### src/rtl/hazard_pkg.sv
`default_nettype none
// ============================================================================
// Module : hazard_pkg
// Brief  : Shared types and default constants for the hazard controller.
// Rev    : 1.0
// ============================================================================
package hazard_pkg;

    localparam int unsigned DEF_AW     = 5;
    localparam int unsigned DEF_MD_LAT = 4;
    localparam int unsigned DEF_CNT_W  = 16;
    localparam int unsigned MD_CNT_W   = 4;

    typedef enum logic [0:0] {
        ST_IDLE    = 1'b0,
        ST_MD_BUSY = 1'b1
    } md_state_e;

endpackage
`default_nettype wire

### src/rtl/hazard_ctrl_if.sv
`default_nettype none
// ============================================================================
// Module : hazard_ctrl_if
// Brief  : Pipeline-to-hazard-controller signal bundle.
// Rev    : 1.0
// ============================================================================
interface hazard_ctrl_if
    import hazard_pkg::*;
#(
    parameter int unsigned AW    = DEF_AW,
    parameter int unsigned CNT_W = DEF_CNT_W
) ();

    logic [AW-1:0]    rs_id;
    logic [AW-1:0]    rt_id;
    logic             rs_used_id;
    logic             rt_used_id;
    logic             is_branch_id;
    logic             md_id;
    logic             flush_in;
    logic             ex_regwr;
    logic             ex_memrd;
    logic [AW-1:0]    ex_dst;
    logic             mem_memrd;
    logic [AW-1:0]    mem_dst;

    logic             pc_write;
    logic             ifid_write;
    logic             idex_bubble;
    logic             stall;
    logic             md_busy;
    logic [CNT_W-1:0] stall_count;

    modport master (
        output rs_id, rt_id, rs_used_id, rt_used_id, is_branch_id, md_id,
               flush_in, ex_regwr, ex_memrd, ex_dst, mem_memrd, mem_dst,
        input  pc_write, ifid_write, idex_bubble, stall, md_busy, stall_count
    );

    modport slave (
        input  rs_id, rt_id, rs_used_id, rt_used_id, is_branch_id, md_id,
               flush_in, ex_regwr, ex_memrd, ex_dst, mem_memrd, mem_dst,
        output pc_write, ifid_write, idex_bubble, stall, md_busy, stall_count
    );

endinterface
`default_nettype wire

### src/rtl/sat_counter.sv
`default_nettype none
// ============================================================================
// Module : sat_counter
// Brief  : Up-counter that sticks at all-ones instead of wrapping.
// Rev    : 1.0
// ============================================================================
module sat_counter #(
    parameter int unsigned W = 16
) (
    input  wire logic         clk,
    input  wire logic         rst,
    input  wire logic         inc,
    output logic      [W-1:0] count
);

    logic [W-1:0] count_q;

    always_ff @(posedge clk or negedge rst) begin
        if (!rst) begin
            count_q <= '0;
        end else if (inc && (count_q != '1)) begin
            count_q <= count_q + 1'b1;
        end
    end

    assign count = count_q;

endmodule
`default_nettype wire

### src/rtl/hazard_ctrl.sv
`default_nettype none
// ============================================================================
// Module : hazard_ctrl
// Brief  : ID-stage stall/bubble control for load-use, branch and mul/div hazards.
// Rev    : 1.0
// ============================================================================
module hazard_ctrl
    import hazard_pkg::*;
#(
    parameter int unsigned AW     = DEF_AW,
    parameter int unsigned MD_LAT = DEF_MD_LAT,
    parameter int unsigned CNT_W  = DEF_CNT_W
) (
    input  wire logic   clk,
    input  wire logic   rst,
    hazard_ctrl_if.slave hz
);

    md_state_e             state_q;
    logic [MD_CNT_W-1:0]   md_cnt_q;
    logic                  md_busy_q;

    logic rs_ex, rt_ex, rs_mem, rt_mem;
    logic lw_h, br_ex_h, br_mem_h, data_hz;
    logic stall_c, pc_write_c, ifid_write_c, idex_bubble_c, md_issue_c;

    // Register 0 is hard-wired, so it can never carry a dependency.
    function automatic logic src_match(input logic [AW-1:0] d,
                                       input logic [AW-1:0] s,
                                       input logic          u);
        return u && (s != '0) && (s == d);
    endfunction

    assign rs_ex    = src_match(hz.ex_dst,  hz.rs_id, hz.rs_used_id);
    assign rt_ex    = src_match(hz.ex_dst,  hz.rt_id, hz.rt_used_id);
    assign rs_mem   = src_match(hz.mem_dst, hz.rs_id, hz.rs_used_id);
    assign rt_mem   = src_match(hz.mem_dst, hz.rt_id, hz.rt_used_id);

    assign lw_h     = hz.ex_memrd && (rs_ex || rt_ex);
    assign br_ex_h  = hz.is_branch_id && hz.ex_regwr && (rs_ex || rt_ex);
    assign br_mem_h = hz.is_branch_id && hz.mem_memrd && (rs_mem || rt_mem);
    assign data_hz  = lw_h || br_ex_h || br_mem_h;

    always_comb begin
        stall_c       = 1'b0;
        pc_write_c    = 1'b1;
        ifid_write_c  = 1'b1;
        idex_bubble_c = 1'b0;
        md_issue_c    = 1'b0;
        if (!rst) begin
            pc_write_c    = 1'b0;
            ifid_write_c  = 1'b0;
            idex_bubble_c = 1'b1;
        end else if (state_q == ST_MD_BUSY) begin
            stall_c       = 1'b1;
            pc_write_c    = 1'b0;
            ifid_write_c  = 1'b0;
            idex_bubble_c = 1'b1;
        end else if (hz.flush_in) begin
            idex_bubble_c = 1'b1;
        end else if (data_hz) begin
            stall_c       = 1'b1;
            pc_write_c    = 1'b0;
            ifid_write_c  = 1'b0;
            idex_bubble_c = 1'b1;
        end else begin
            md_issue_c    = hz.md_id;
        end
    end

    // md_cnt counts remaining busy cycles after the issue cycle.
    always_ff @(posedge clk or negedge rst) begin
        if (!rst) begin
            state_q   <= ST_IDLE;
            md_cnt_q  <= '0;
            md_busy_q <= 1'b0;
        end else begin
            case (state_q)
                ST_IDLE: begin
                    if (md_issue_c) begin
                        state_q   <= ST_MD_BUSY;
                        md_cnt_q  <= MD_CNT_W'(MD_LAT - 2);
                        md_busy_q <= 1'b1;
                    end
                end
                ST_MD_BUSY: begin
                    if (md_cnt_q == '0) begin
                        state_q   <= ST_IDLE;
                        md_busy_q <= 1'b0;
                    end else begin
                        md_cnt_q  <= md_cnt_q - 1'b1;
                    end
                end
                default: begin
                    state_q   <= ST_IDLE;
                    md_cnt_q  <= '0;
                    md_busy_q <= 1'b0;
                end
            endcase
        end
    end

    sat_counter #(
        .W (CNT_W)
    ) u_stall_cnt (
        .clk   (clk),
        .rst   (rst),
        .inc   (stall_c),
        .count (hz.stall_count)
    );

    assign hz.stall       = stall_c;
    assign hz.pc_write    = pc_write_c;
    assign hz.ifid_write  = ifid_write_c;
    assign hz.idex_bubble = idex_bubble_c;
    assign hz.md_busy     = md_busy_q;

endmodule
`default_nettype wire

### src/flat_wrapper.sv
// flat-port wrapper written by rule: the top's interface ports become plain ports
module hazard_ctrl_flat import hazard_pkg::*;
#(
    parameter int unsigned AW     = DEF_AW,
    parameter int unsigned MD_LAT = DEF_MD_LAT,
    parameter int unsigned CNT_W  = DEF_CNT_W
)
  (clk, rst, hz_rs_id, hz_rt_id, hz_rs_used_id, hz_rt_used_id, hz_is_branch_id, hz_md_id, hz_flush_in, hz_ex_regwr, hz_ex_memrd, hz_ex_dst, hz_mem_memrd, hz_mem_dst, hz_pc_write, hz_ifid_write, hz_idex_bubble, hz_stall, hz_md_busy, hz_stall_count);
  hazard_ctrl_if #(.AW(AW), .CNT_W(CNT_W)) hz_i ();
  input  wire logic clk;
  input  wire logic rst;
  input wire logic [$bits(hz_i.rs_id)-1:0] hz_rs_id;
  input wire logic [$bits(hz_i.rt_id)-1:0] hz_rt_id;
  input wire logic [$bits(hz_i.rs_used_id)-1:0] hz_rs_used_id;
  input wire logic [$bits(hz_i.rt_used_id)-1:0] hz_rt_used_id;
  input wire logic [$bits(hz_i.is_branch_id)-1:0] hz_is_branch_id;
  input wire logic [$bits(hz_i.md_id)-1:0] hz_md_id;
  input wire logic [$bits(hz_i.flush_in)-1:0] hz_flush_in;
  input wire logic [$bits(hz_i.ex_regwr)-1:0] hz_ex_regwr;
  input wire logic [$bits(hz_i.ex_memrd)-1:0] hz_ex_memrd;
  input wire logic [$bits(hz_i.ex_dst)-1:0] hz_ex_dst;
  input wire logic [$bits(hz_i.mem_memrd)-1:0] hz_mem_memrd;
  input wire logic [$bits(hz_i.mem_dst)-1:0] hz_mem_dst;
  output wire logic [$bits(hz_i.pc_write)-1:0] hz_pc_write;
  output wire logic [$bits(hz_i.ifid_write)-1:0] hz_ifid_write;
  output wire logic [$bits(hz_i.idex_bubble)-1:0] hz_idex_bubble;
  output wire logic [$bits(hz_i.stall)-1:0] hz_stall;
  output wire logic [$bits(hz_i.md_busy)-1:0] hz_md_busy;
  output wire logic [$bits(hz_i.stall_count)-1:0] hz_stall_count;
  assign hz_i.rs_id = hz_rs_id;
  assign hz_i.rt_id = hz_rt_id;
  assign hz_i.rs_used_id = hz_rs_used_id;
  assign hz_i.rt_used_id = hz_rt_used_id;
  assign hz_i.is_branch_id = hz_is_branch_id;
  assign hz_i.md_id = hz_md_id;
  assign hz_i.flush_in = hz_flush_in;
  assign hz_i.ex_regwr = hz_ex_regwr;
  assign hz_i.ex_memrd = hz_ex_memrd;
  assign hz_i.ex_dst = hz_ex_dst;
  assign hz_i.mem_memrd = hz_mem_memrd;
  assign hz_i.mem_dst = hz_mem_dst;
  assign hz_pc_write = hz_i.pc_write;
  assign hz_ifid_write = hz_i.ifid_write;
  assign hz_idex_bubble = hz_i.idex_bubble;
  assign hz_stall = hz_i.stall;
  assign hz_md_busy = hz_i.md_busy;
  assign hz_stall_count = hz_i.stall_count;
  hazard_ctrl #(.AW(AW), .MD_LAT(MD_LAT), .CNT_W(CNT_W)) u_core (.clk(clk), .rst(rst), .hz(hz_i));
endmodule
### config.mk
export PLATFORM = sky130hd
export DESIGN_NAME = hazard_ctrl_flat
export DESIGN_NICKNAME = d
export VERILOG_FILES = /design/src/rtl/hazard_pkg.sv /design/src/rtl/hazard_ctrl_if.sv /design/src/rtl/sat_counter.sv /design/src/rtl/hazard_ctrl.sv /design/src/flat_wrapper.sv
export SDC_FILE = /design/constraint.sdc
export NUM_CORES = 1
export LEC_CHECK = 0
export ABC_AREA = 1
export ABC_CLOCK_PERIOD_IN_PS = 5200
export CAP_MARGIN = 25
export CORE_AREA = 3 3 63 65
export CTS_CLUSTER_DIAMETER = 30
export DETAILED_ROUTE_END_ITERATION = 8
export DIE_AREA = 0 0 66 68
export HOLD_SLACK_MARGIN = 0.02
export PLACE_DENSITY = 0.92
export SLEW_MARGIN = 15
export SYNTH_ARGS = -nofsm -noshare
export SYNTH_HDL_FRONTEND = slang
export SYNTH_SLANG_ARGS = --single-unit
### constraint.sdc
create_clock -name clk -period 5.2 [get_ports clk]
set_clock_uncertainty 0.2 [all_clocks]
set_input_delay 1.04 -clock clk [delete_from_list [all_inputs] [get_ports clk]]
set_output_delay 1.04 -clock clk [all_outputs]
set_load 0.1 [all_outputs]
# ---- Yosys cells after proc, flatten, opt, wreduce, memory -nomap -nowiden
# Index checks and enable logic that the tools add are counted.
dict set report word_totals {
  elab_cells 60
  register_bits 22
  out_inout_bits 21
  n_memories 0
  latch_bits 0
  input_bits 30
  romBits 0
  ramBits 0
}
dict set report classes {
  n_lt_le_gt_ge 0
  mux 24
  shifts 0
  multipliers 0
  n_div 0
  eq_ne 8
  n_addsub 2
  bitwise 1
  n_reduce_logical 21
}
# cell count
set op_table {}
lappend op_table {{$eq A5 B5 Y1} 4}
lappend op_table {{$mux W1} 19}
lappend op_table {{$add A16 B1 Y16 const B} 1}
lappend op_table {{$ne A16 B16 Y1 const B} 1}
lappend op_table {{$logic_and A1 B1 Y1} 12}
lappend op_table {{$reduce_bool A5 Y1} 2}
lappend op_table {{$mux W4} 2}
lappend op_table {{$pmux W4 S2} 1}
lappend op_table {{$logic_not A4 Y1} 1}
lappend op_table {{$logic_or A1 B1 Y1} 4}
lappend op_table {{$ne A2 B2 Y1 const B} 2}
lappend op_table {{$pmux W1 S2} 2}
lappend op_table {{$reduce_and A2 Y1} 2}
lappend op_table {{$sub A4 B1 Y4 const B} 1}
lappend op_table {{$ne A2 B1 Y1 const B} 1}
lappend op_table {{$not A1 Y1} 1}

# ---- Longest topological paths before layout
# Gate-level depths: netlist of run 1.
dict set report logic_depth {
  depth_word 13
  mapped_depth 15
  depth_no_buf 14
}

# ---- Cells and area by module
# A second synthesis of run 1 with hierarchy kept.
dict set report hier_totals {
  cells_unflattened 259
  hier_area_um2 1776.7
}
# module instances seq_area_each_um2 cells_per_inst area_each_um2
set by_module_without_submodules {}
lappend by_module_without_submodules {sat_counter 1 400.4 149 1058.5}
lappend by_module_without_submodules {hazard_ctrl 1 150.1 110 718.2}

# ---- Worst setup path after synthesis of run 1
# OpenSTA, ideal clock, no wires.
dict set report synth_path {
  path_kind {input port to output port}
  startpoint {input hz_rt_id[3]}
  endpoint {output hz_pc_write}
  arrival_ns 3.636
  setup_slack_ns 0.324
  stages 13
  required_ns 3.960
  n_path_buf 2
  path_cell_list {nor2_1 -> nand3b_1 -> nand2_1 -> inv_1 -> nand3_1 -> nand2_1 -> nand2_1 -> nand2_2 -> nand2_4 -> nand2_8 -> buf_4 -> nor2_1 -> buf_4}
}
dict set report synth_between {
  elab_chain_len 11
  word_cells_on_any_way 17
  cone_classes {2 x eq/ne; 4 x mux; 11 x reduce/logical}
}
# element line
set synth_lines {}
lappend synth_lines {{start: declaration} flat_wrapper.sv:13} ;# input wire logic [$bits(hz_i.rt_id)-1:0] hz_rt_id;
lappend synth_lines {{$reduce_bool A5 Y1} hazard_ctrl.sv:31} ;# return u && (s != '0) && (s == d);
lappend synth_lines {{$logic_and A1 B1 Y1 (2 in series)} hazard_ctrl.sv:31}
lappend synth_lines {{$logic_or A1 B1 Y1} {hazard_ctrl.sv:39, hazard_ctrl.sv:40}}
lappend synth_lines {{$logic_and A1 B1 Y1 (on tied branches)} {hazard_ctrl.sv:39, hazard_ctrl.sv:40}}
lappend synth_lines {{$logic_or A1 B1 Y1} hazard_ctrl.sv:42} ;# assign data_hz = lw_h || br_ex_h || br_mem_h;
lappend synth_lines {{$logic_or A1 B1 Y1 *} hazard_ctrl.sv:42}
lappend synth_lines {{$mux W1 * (4 in series)} n/a}
lappend synth_lines {{end: declaration} flat_wrapper.sv:24} ;# output wire logic [$bits(hz_i.pc_write)-1:0] hz_pc_write;
# Every way passes the cells marked *; elsewhere a longest branch is shown, timed or not.

# ---- Final worst setup path of run 1
dict set report layout_path {
  startpoint {input hz_rs_id[1]}
  endpoint {output hz_pc_write}
}
dict set report layout_between {
  elab_chain_len 11
  word_cells_on_any_way 17
  cone_classes {2 x eq/ne; 4 x mux; 11 x reduce/logical}
}
# element line
set layout_lines {}
lappend layout_lines {{start: declaration} flat_wrapper.sv:12} ;# input wire logic [$bits(hz_i.rs_id)-1:0] hz_rs_id;
lappend layout_lines {{$reduce_bool A5 Y1} hazard_ctrl.sv:31}
lappend layout_lines {{$logic_and A1 B1 Y1 (2 in series)} hazard_ctrl.sv:31}
lappend layout_lines {{$logic_or A1 B1 Y1} {hazard_ctrl.sv:39, hazard_ctrl.sv:40}}
lappend layout_lines {{$logic_and A1 B1 Y1 (on tied branches)} {hazard_ctrl.sv:39, hazard_ctrl.sv:40}}
lappend layout_lines {{$logic_or A1 B1 Y1} hazard_ctrl.sv:42}
lappend layout_lines {{$logic_or A1 B1 Y1 *} hazard_ctrl.sv:42}
lappend layout_lines {{$mux W1 *} hazard_ctrl.sv:61} ;# end else if (data_hz) begin
lappend layout_lines {{$mux W1 *} hazard_ctrl.sv:59} ;# end else if (hz.flush_in) begin
lappend layout_lines {{$mux W1 *} hazard_ctrl.sv:54} ;# end else if (state_q == ST_MD_BUSY) begin
lappend layout_lines {{$mux W1 *} hazard_ctrl.sv:50} ;# if (!rst) begin
# Marks and branches as above.

==> key figures, run 1 <==
Yosys
  • Yosys top cell by area: dfrtp_1
  • Area contributors post-synth: dfrtp_1, nand2_1, xor2_1
  • Most frequent cells after synthesis: nand2_1, nor2_1, dfrtp_1
  • Simple-gate share of the synthesized area: 42.2%
  • Adder-Cell Fraction of Synth Area: 2.14%
  • Post-synth top flop: dfrtp_1
  • Synth async-reset ratio: 100%
  • Mux cell area share after synthesis: 0%
  • Count of flip-flops with a built-in enable after synthesis: 0
  • Seq/Total Area, Yosys: 31.4%
  • Yosys warns: 0
  • Cell variety after synth: 27
  • Post-Synthesis Cells: 231
  • Compound-Gate Fraction of Synth Area: 0.999%
  • Most frequent cell after synthesis: nand2_1
  • Post-synthesis xor/xnor area fraction: 16.5%
  • Largest family of logic cells by synthesized area: simple AND/OR/NAND/NOR gates
  • Yosys reg bits: 22
  • Synthesized Nets: 264
  • Post-Syn Area: 1750 sq um
  • Syn Area/Cell: 7.59 sq um
  • Synth top area share: 31.4%

Die
  • Die width: 66 um
  • Die H: 68 um
  • Die ar.: 4490 sq um
  • Rows: 21
  • Initial Utilization: 51.8%
  • # IOs: 51
  • Core footprint: 3390 sq um

STA
  • RSZ-0062 raised after global routing: false
  • Setup TNS: 0 ns
  • Final setup fails: 0
  • Clock period minus final worst setup slack: 4.13 ns
  • Worst setup margin: 1.07 ns
  • Max Slew Vio Count: 0
  • Fin Hold WS: 0.319 ns
  • Max_slew headroom: 33.5%
  • Post-route clock period utilization: 79.4%
  • Fin. Hold Viols: 0
  • Worst-Margin Slew: 0.995 ns
  • F_max: 242 MHz

Power and ir drop
  • Sequential share of power: 31.4%
  • Internal power: 372 uW
  • Static Leakage: 0.00109 uW
  • Combinational share of power: 58.8%
  • Clk pwr share: 9.7%
  • Switch Pwr: 398 uW
  • Pwr dens: 332 nW/um^2
  • Sw Ratio: 51.7%
  • Peak supply drop: 197 uV

Clock tree
  • CTS tree: built
  • Setup bufs post-CTS: 0
  • CTS root buf: clkbuf_4
  • Clk slew on worst S/H paths: 0.10 ns
  • Hold_buf cts: 0
  • CTS HTree Levels: 1
  • Num CTS Buffers: 3
  • PostCTS Resize Cnt: 0
  • Clock latency at the later pin of the worst-skew pair: 0.31 ns
  • Longest Clk Path Bufs: 2
  • # clock sinks: 22

Final layout
  • Share of cells above drive strength 1: 10.8%
  • Util after Layout: 68.4%
  • Final #Nets: 314
  • Fill cell count: 266
  • Area Growth Syn to Fin: 32.2%
  • N_diodes: 0

Detailed routing
  • Drt drc: 0
  • DRT Wirelength: 4180 um
  • Vias: 1665
  • ANT nets after route: 0
  • Vias per cell: 5.12
  • Detailed Route Iter0 Violations: 89
  • First-pass iteration count of the detailed router: 4
  • Average wire per standard cell: 12.9 um

Min path
  • HP Class: reg -> reg

Worst setup path
  • Crit-path slowest cell: clkdlybuf4s50_1
  • CP max FO: 19
  • Crit-path cells: clkdlybuf4s50_1, nor2_1, nand3b_1, nand2_1, inv_1, nand3_1, nand2_1, nand2_1, nand2_2, nand2_4, nand2_8, nor2_1, buf_12
  • Crit path max-delay family: simple AND/OR/NAND/NOR gates
  • Worst EP required: 3.96 ns
  • Buf/Inv on CP: 3
  • Setup crit end kind: output port
  • Crit path launch type: input pin
  • Arr. time, crit path: 2.89 ns
  • Slowest Stage Delay on Critical Path: 0.50 ns
  • CP most frequent cell: nand2_1
  • Critical setup path kind: in -> out

Placement
  • Buffers added on ports: 50
  • GP Congestion: 0.834
  • Pre-CTS setup slack: 1.05 ns
  • Final HPWL DP: 3170 um

GRT
  • Vias in the first global route: 1499
  • Initial antenna violation count: 0
  • First-pass GRT wire length: 6720 um
  • GR Overflow Total: 0
  • GR Util All Layers: 18.8%
  • Largest net degree at the start of global routing: 41

Job
  • Max-Cap Viols: 0

Run status
  • Status: finished clean
==> cell type report <==
cell class,count,area [sq um],area share [%]
clock buffers,3,22.5,0.971
inverters,18,67.6,2.91
multi-input cells,185,1080,46.8
flip-flops and latches,22,551,23.7
well taps,46,57.6,2.48
repair buffers,51,536,23.1
==> sequential cells by signal, indices dropped and copies added (netlist names) <==
register and count:
u_core.u_stall_cnt.count 16, u_core.hz.md_busy 1, u_core.state_q 1, u_core.md_cnt_q 4
==> stage by stage <==
step	total power [uW]	cell area, sq um	std cells
after floorplan	582	1750	231
after global placement	688	2300	322
after detailed placement	698	2300	322
after CTS	774	2320	325
after global routing	810	2320	325
final	770	2320	325
==> final timing paths <==
kind / end / from / slack, ns / cells past startpoint
setup reg to reg: u_core.u_stall_cnt.count[4] / u_core.u_stall_cnt.count[0] / 3.04 / 8
hold / removal: u_core.hz.md_busy / u_core.hz.md_busy / 0.32 / 2
setup / recovery: hz_pc_write / hz_rs_id[1] / 1.07 / 13
min in group asynchronous: u_core.u_stall_cnt.count[2] / rst / 1.00 / 2
hold reg to reg: u_core.hz.md_busy / u_core.hz.md_busy / 0.32 / 2
max in group asynchronous: u_core.state_q / rst / 3.46 / 2
==> worst reg2reg max path: stages, from the launching register on <==
cell and delay (ns):
dfrtp_1 0.47, ha_1 0.23, nand3_2 0.13, nor2_4 0.15, nand3_2 0.13, nand3b_4 0.31
nand3_4 0.32, nand2_1 0.09, nand2_1 0.06
==> per-layer routing <==
layer,track usage [%],vias up,part of all wire [%]
met5,0,-,0
met1,23.6,764,45
met2,34.3,49,49
li1,-,850,-
met3,2.79,2,4.9
met4,3.81,0,0.50
==> cells in the final DEF, fill, tap and decap left out, types with 2 or more instances in the layout <==
master and n:
ha_1 3, inv_1 18, nand3_1 12, nor2_1 23, nand4_1 16, xor2_1 18
nand3b_1 3, nor4_1 3, xnor2_1 15, nand3_2 2, a21oi_1 2, buf_12 3
clkdlybuf4s50_1 46, nand2_1 64, nand2_2 13, nor3_1 3, buf_4 2, dfrtp_1 22
clkbuf_4 3
==> cells by family (layout without fill, tap and decap cells) <==
kind of cell / Yosys count / in the layout
and+or+nand+nor: 146 / 146
xor gates and xnor gates: 33 / 33
buffers and inverters: 24 / 72
adders and majority gates: 3 / 3
DFF: 22 / 22
AOI/OAI and AO/OA: 3 / 3
==> power groups by stage <==
stage / Sequential, uW / Combinational (uW) / Clock, uW
after global routing: 246 / 481 / 83.1
after CTS: 241 / 456 / 77.0
after detailed placement: 245 / 453 / 0
after global placement: 243 / 446 / 0
after floorplan: 365 / 216 / 0
final: 242 / 453 / 75.0
Power figures use the tool's default switching activity.
==> run 2, diff against run 1 <==
ABC_CLOCK_PERIOD_IN_PS = 3900   (was 5200)
CORE_AREA = 3 3 65 67   (was 3 3 63 65)
DIE_AREA = 0 0 68 70   (was 0 0 66 68)
PLACE_DENSITY = 0.87   (was 0.92)
clock period = 3.9 ns   (was 5.2 ns; I/O delays follow)
==> run 2 against run 1 <==
Effect of this change: global-route usage increased by 0.20 points; first-iteration DRC count decreased by 21%; flip-flop and latch count unchanged; design area increased by 2.2%; worst setup slack got worse by 0.72 ns; sequential power increased by 33%; largest cell class unchanged.
==> key figures, run 2 (synthesis gave the netlist of run 1 again) <==
Run status
  • Status: finished clean

Worst setup path
  • R2R cell count: 8 (unchanged)
  • Setup crit end kind: output port
  • CP max FO: 19 (unchanged)
  • Worst r2r src: u_core.u_stall_cnt.count[0]
  • Reg2reg setup slack: 1.79 ns (-1.25 ns)
  • Critical setup path kind: in -> out
  • Worst EP required: 2.92 ns (-1.04 ns)
  • Arr. time, crit path: 2.57 ns (-0.32 ns)
  • Reg2reg end: u_core.u_stall_cnt.count[4]
  • Crit path launch type: input pin

GRT
  • Gr busiest metal: met2
  • GR Util met1: 23.4% (-0.26 points)
  • First-pass GRT wire length: 7020 um (+4.5%)
  • Met3 Use GR: 3.05% (+0.26 points)
  • Largest net degree at the start of global routing: 41 (unchanged)
  • GR Overflow Total: 0 (unchanged)
  • GR Util All Layers: 19.0% (+0.20 points)
  • Met2 usage: 31.3% (-3.0 points)
  • Initial antenna violation count: 0 (unchanged)
  • Vias in the first global route: 1621 (+8.1%)

Final layout
  • N_diodes: 0 (unchanged)
  • Register Area: 551 sq um (unchanged)
  • Most frequent cells in the layout: nand2_1, clkdlybuf4s50_1, nor2_1, dfrtp_1
  • Area Growth Syn to Fin: 35.0%
  • Largest register FFs: 16 (unchanged)
  • Fill cell count: 327 (+23%)
  • Final instance area: 2370 sq um (+2.2%)
  • Final #Nets: 314 (unchanged)
  • Commonest non-fill, non-tap cell in the layout: nand2_1
  • Final Non-Filler Cells: 328 (+0.92%)
  • Util after Layout: 64.2% (-4.2 points)
  • Multi-input logic area: 1090 sq um (+0.23%)
  • Share of cells above drive strength 1: 11.4% (+0.68 points)

Clock tree
  • Longest Clk Path Bufs: 2 (unchanged)
  • # clock sinks: 22 (unchanged)
  • Hold_buf cts: 0 (unchanged)
  • Clock latency at the later pin of the worst-skew pair: 0.27 ns (-0.04 ns)
  • Setup bufs post-CTS: 0 (unchanged)
  • CTS root buf: clkbuf_8
  • PostCTS Resize Cnt: 0 (unchanged)
  • CTS tree: built
  • Clk slew on worst S/H paths: 0.07 ns (-0.03 ns)
  • Num CTS Buffers: 3 (unchanged)
  • CTS HTree Levels: 1 (unchanged)

Detailed routing
  • Average wire per standard cell: 12.8 um (-0.25%)
  • Vias per cell: 5.10 (-0.38%)
  • Detailed Route Iter0 Violations: 70 (-21%)
  • ANT nets after route: 0 (unchanged)
  • Vias: 1674 (+0.54%)
  • Drt drc: 0 (unchanged)
  • DRT Wirelength: 4210 um (+0.67%)
  • First-pass iteration count of the detailed router: 4 (unchanged)

STA
  • Worst-Margin Slew: 0.978 ns (-0.0170 ns)
  • Post-route clock period utilization: 91.0%
  • Setup TNS: 0 ns (unchanged)
  • F_max: 282 MHz
  • Max Slew Vio Count: 0 (unchanged)
  • Final setup fails: 0 (unchanged)
  • Max_slew headroom: 34.6% (+1.1 points)
  • Clock period minus final worst setup slack: 3.55 ns
  • Fin. Hold Viols: 0 (unchanged)
  • RSZ-0062 raised after global routing: false

Die
  • Initial Utilization: 47.6% (-4.2 points)
  • # IOs: 51 (unchanged)
  • Die H: 70 um (+2.9%)
  • Die ar.: 4760 sq um (+6.1%)
  • Rows: 22 (+4.8%)
  • Core footprint: 3690 sq um (+8.8%)
  • Die width: 68 um (+3.0%)

Placement
  • DP Area: 2310 sq um (+0.76%)
  • Placed insts: 324 (+0.62%)
  • GP Congestion: 0.851 (+2.0%)
  • Final HPWL DP: 3260 um (+2.9%)
  • Buffers added on ports: 50 (unchanged)

Power and ir drop
  • Combinational share of power: 55.6% (-3.2 points)
  • Design Power: 1090 uW (+42%)
  • Peak supply drop: 287 uV (+46%)
  • Pwr dens: 461 nW/um^2 (+39%)
  • Internal power: 554 uW (+49%)
  • Switch Pwr: 538 uW (+35%)
  • Clk pwr share: 15.0% (+5.3 points)
  • Sw Ratio: 49.3% (-2.4 points)
  • Static Leakage: 0.00111 uW (+1.9%)
  • Sequential share of power: 29.5% (-1.9 points)

Min path
  • Hold path depth: 2 (unchanged)
  • Hold_sp: u_core.hz.md_busy
  • Terminating pin of the worst hold path: u_core.hz.md_busy
  • HP Class: reg -> reg

Job
  • Max-Cap Viols: 0 (unchanged)
## run 2: per-layer routing
layer / up-vias / part of all wire (%)
met1: 764 / 42
met2: 46 / 50
met3: 17 / 3.9
met4: 0 / 3.7
met5: - / 0
li1: 847 / -
## run 2: final cells by class
type / count / area share (%)
Tap cell: 48 / 2.54
Clock buffer: 4 / 2.32
Sequential cell: 22 / 23.2
Inverter: 18 / 2.85
Multi-Input combinational cell: 185 / 45.9
Timing Repair Buffer: 51 / 23.1
## run 2: worst max path at each step
| stage | startpoint | endpoint | slack [ns] |
|---|---|---|---|
| 2_1_floorplan | hz_rt_id[3] | hz_pc_write | 0.08 |
| 3_3_place_gp | hz_rt_id[1] | hz_pc_write | 0.43 |
| 3_5_place_dp | hz_rs_id[0] | hz_pc_write | 0.34 |
| 4_1_cts | hz_rs_id[0] | hz_pc_write | 0.33 |
| 5_1_grt | hz_rs_id[1] | hz_ifid_write | 0.21 |
| 6_report | hz_rs_id[0] | hz_pc_write | 0.35 |
## run 2: through the flow
step,hold slack (ns),setup WS (ns)
after floorplan,0.284,0.0767
after global placement,0.299,0.433
after detailed placement,0.302,0.336
after CTS,0.319,0.328
after global routing,0.343,0.206
final,0.314,0.350
## run 2: power by group through the flow
stage          Combinational (uW)  Sequential, uW  Clock (uW)
2_1_floorplan                 290             487           0
3_3_place_gp                  599             323           0
3_5_place_dp                  610             326           0
4_1_cts                       611             321         167
5_1_grt                       647             329         179
6_report                      607             322         163
## run 2: worst max-delay path, stage by stage
cell,delay (ns)
clkdlybuf4s50_1,0.47
nor2_1,0.15
nand3b_1,0.10
nand2_1,0.09
inv_1,0.06
nand3_1,0.08
nand2_1,0.05
nand2_1,0.06
nand2_2,0.07
nand2_4,0.09
nand2_8,0.10
nor2_2,0.25
buf_12,0.21
==> run 3, diff against run 2 <==
CORE_AREA = 2 2 64 66   (was 3 3 65 67)
DIE_AREA = 0 0 66 68   (was 0 0 68 70)
==> run 3 against run 2 <==
Effect of this change: combinational power grew 1%; fmax grew 0.24%; total power grew 0.73%; design area rose by 0.11%; non-clock buffer count unchanged; register-to-register slack hardly changed; first-iteration DRC count fell by 24%; critical path depth is the same; clock power hardly changed; cell count up 0.61%; critical path type unchanged; largest cell class unchanged; largest power group unchanged.
==> key figures, run 3 (synthesis gave the netlist of run 1 again) <==
Placement
  • Pre-CTS setup slack: 0.354 ns (+0.0177 ns)
  • Buffers added on ports: 50 (unchanged)
  • GP Congestion: 0.883 (+3.8%)
  • Placed insts: 326 (+0.62%)
  • Final HPWL DP: 3230 um (-0.99%)

STA
  • Worst setup margin: 0.359 ns (+0.00863 ns)
  • Setup TNS: 0 ns (unchanged)
  • Fin. Hold Viols: 0 (unchanged)
  • Final setup fails: 0 (unchanged)
  • Post-route clock period utilization: 90.8% (-0.22 points)
  • F_max: 282 MHz (+0.24%)
  • Max_slew headroom: 34.1% (-0.55 points)
  • RSZ-0062 raised after global routing: false
  • Max Slew Vio Count: 0 (unchanged)
  • Clock period minus final worst setup slack: 3.54 ns (-0.00863 ns)
  • Worst-Margin Slew: 0.986 ns (+0.00822 ns)

Min path
  • Terminating pin of the worst hold path: u_core.hz.md_busy
  • Hold_sp: u_core.hz.md_busy
  • Hold path depth: 2 (unchanged)
  • HP Class: reg -> reg

Clock tree
  • Num CTS Buffers: 3 (unchanged)
  • Hold_buf cts: 0 (unchanged)
  • PostCTS Resize Cnt: 0 (unchanged)
  • # clock sinks: 22 (unchanged)
  • CTS HTree Levels: 1 (unchanged)
  • Longest Clk Path Bufs: 2 (unchanged)
  • Clock latency at the later pin of the worst-skew pair: 0.27 ns (about the same)
  • Setup bufs post-CTS: 0 (unchanged)
  • CTS root buf: clkbuf_8
  • CTS tree: built
  • Clk slew on worst S/H paths: 0.07 ns (about the same)

Worst setup path
  • CP max FO: 19 (unchanged)
  • R2R cell count: 8 (unchanged)
  • Worst r2r src: u_core.u_stall_cnt.count[0]
  • Reg2reg setup slack: 1.78 ns (about the same)
  • Arr. time, crit path: 2.56 ns (about the same)
  • Buf/Inv on CP: 3 (unchanged)
  • Critical setup path kind: in -> out
  • Crit path max-delay family: simple AND/OR/NAND/NOR gates
  • Worst EP required: 2.92 ns (about the same)
  • Setup crit end kind: output port
  • CP most frequent cell: nand2_1
  • Reg2reg end: u_core.u_stall_cnt.count[4]
  • Crit-path cells: clkdlybuf4s50_1, nor2_1, nand3b_1, nand2_1, inv_1, nand3_1, nand2_1, nand2_1, nand2_2, nand2_4, nand2_8, nor2_2, buf_12
  • Crit path launch type: input pin
  • Crit-path slowest cell: clkdlybuf4s50_1
  • Slowest Stage Delay on Critical Path: 0.48 ns (about the same)

GRT
  • GR Util All Layers: 20.1% (+1.1 points)
  • Largest net degree at the start of global routing: 41 (unchanged)
  • Vias in the first global route: 1613 (-0.49%)
  • First-pass GRT wire length: 6960 um (-0.98%)
  • Initial antenna violation count: 0 (unchanged)
  • GR Overflow Total: 0 (unchanged)

Run status
  • Status: finished clean

Die
  • Rows: 23 (+4.5%)
  • Die H: 68 um (-2.9%)
  • # IOs: 51 (unchanged)
  • Core footprint: 3860 sq um (+4.5%)
  • Die ar.: 4490 sq um (-5.7%)
  • Initial Utilization: 45.5% (-2.1 points)
  • Die width: 66 um (-2.9%)

Detailed routing
  • DRT Wirelength: 4160 um (-1.3%)
  • First-pass iteration count of the detailed router: 4 (unchanged)
  • Average wire per standard cell: 12.6 um (-1.9%)
  • Top sig layer: met4
  • Vias per cell: 5.03 (-1.5%)
  • Detailed Route Iter0 Violations: 53 (-24%)
  • Vias: 1659 (-0.90%)
  • Drt drc: 0 (unchanged)
  • Metal3 WL: 125 um (-25%)
  • ANT nets after route: 0 (unchanged)
  • Met1 WL: 1790 um (+0.85%)
  • WL met2: 2120 um (+0.52%)

Power and ir drop
  • Pwr dens: 464 nW/um^2 (+0.62%)
  • Static Leakage: 0.00111 uW (unchanged)
  • Peak supply drop: 301 uV (+4.8%)

Final layout
  • Final #Nets: 314 (unchanged)
  • Most frequent cells in the layout: nand2_1, clkdlybuf4s50_1, nor2_1, dfrtp_1
  • Final Non-Filler Cells: 330 (+0.61%)
  • Fill cell count: 334 (+2.1%)
  • Share of cells above drive strength 1: 11.4% (unchanged)
  • Commonest non-fill, non-tap cell in the layout: nand2_1
  • N_diodes: 0 (unchanged)
  • Area Growth Syn to Fin: 35.2%
  • Largest register FFs: 16 (unchanged)

Job
  • Max-Cap Viols: 0 (unchanged)
[run 3: cell counts in the layout (fill, tap and decap cells not counted)]
Identical to the previous run, type by type.
[run 3: how the worst max path moves through the flow]
stage / start / end / cells past startpoint / slack, ns
6_report: hz_rt_id[2] / hz_ifid_write / 13 / 0.36
5_1_grt: hz_rt_id[3] / hz_ifid_write / 13 / 0.17
4_1_cts: hz_rt_id[3] / hz_ifid_write / 13 / 0.34
3_5_place_dp: hz_rt_id[3] / hz_ifid_write / 13 / 0.35
3_3_place_gp: hz_rs_id[0] / hz_pc_write / 13 / 0.43
2_1_floorplan: hz_rt_id[3] / hz_pc_write / 13 / 0.08
[run 3: final cells by class]
class	instances	area (sq um)	share of cell area, %
Multi-Input combinational cell	185	1090	45.9
Inverter	18	67.6	2.85
Tap cell	50	62.6	2.64
Sequential cell	22	551	23.2
Timing Repair Buffer	51	548	23.1
Clock buffer	4	55.1	2.32
[run 3: report_power, final]
part	switching [uW]	total [uW]	internal, uW
clock network	73.5	164	90.1
logic	420	614	193
registers	51.7	322	271
total	546	1100	554
[run 3: routing by layer]
metal	track usage (%)	vias up
met3	2.80	12
li1	-	842
met1	24.8	770
met5	0	-
met2	35.7	35
met4	8.16	0
[run 3: worst min-delay path: cells and delay by family, from the launching register on]
family                 cells  cell delay (ns)
AO/OA/AOI/OAI              1             0.06
flip-flops                 1             0.38
buffers and inverters      1             0.05
[run 3: metrics by stage]
step | cell area, sq um | total power, uW | util (%) | hold slack, ns
after global placement | 2320 | 922 | 60.1 | 0.297
after CTS | 2370 | 1100 | 61.5 | 0.332
after global routing | 2370 | 1160 | 61.5 | 0.376
final | 2370 | 1100 | 61.5 | 0.326
after detailed placement | 2320 | 942 | 60.1 | 0.321
after floorplan | 1760 | 777 | - | 0.284
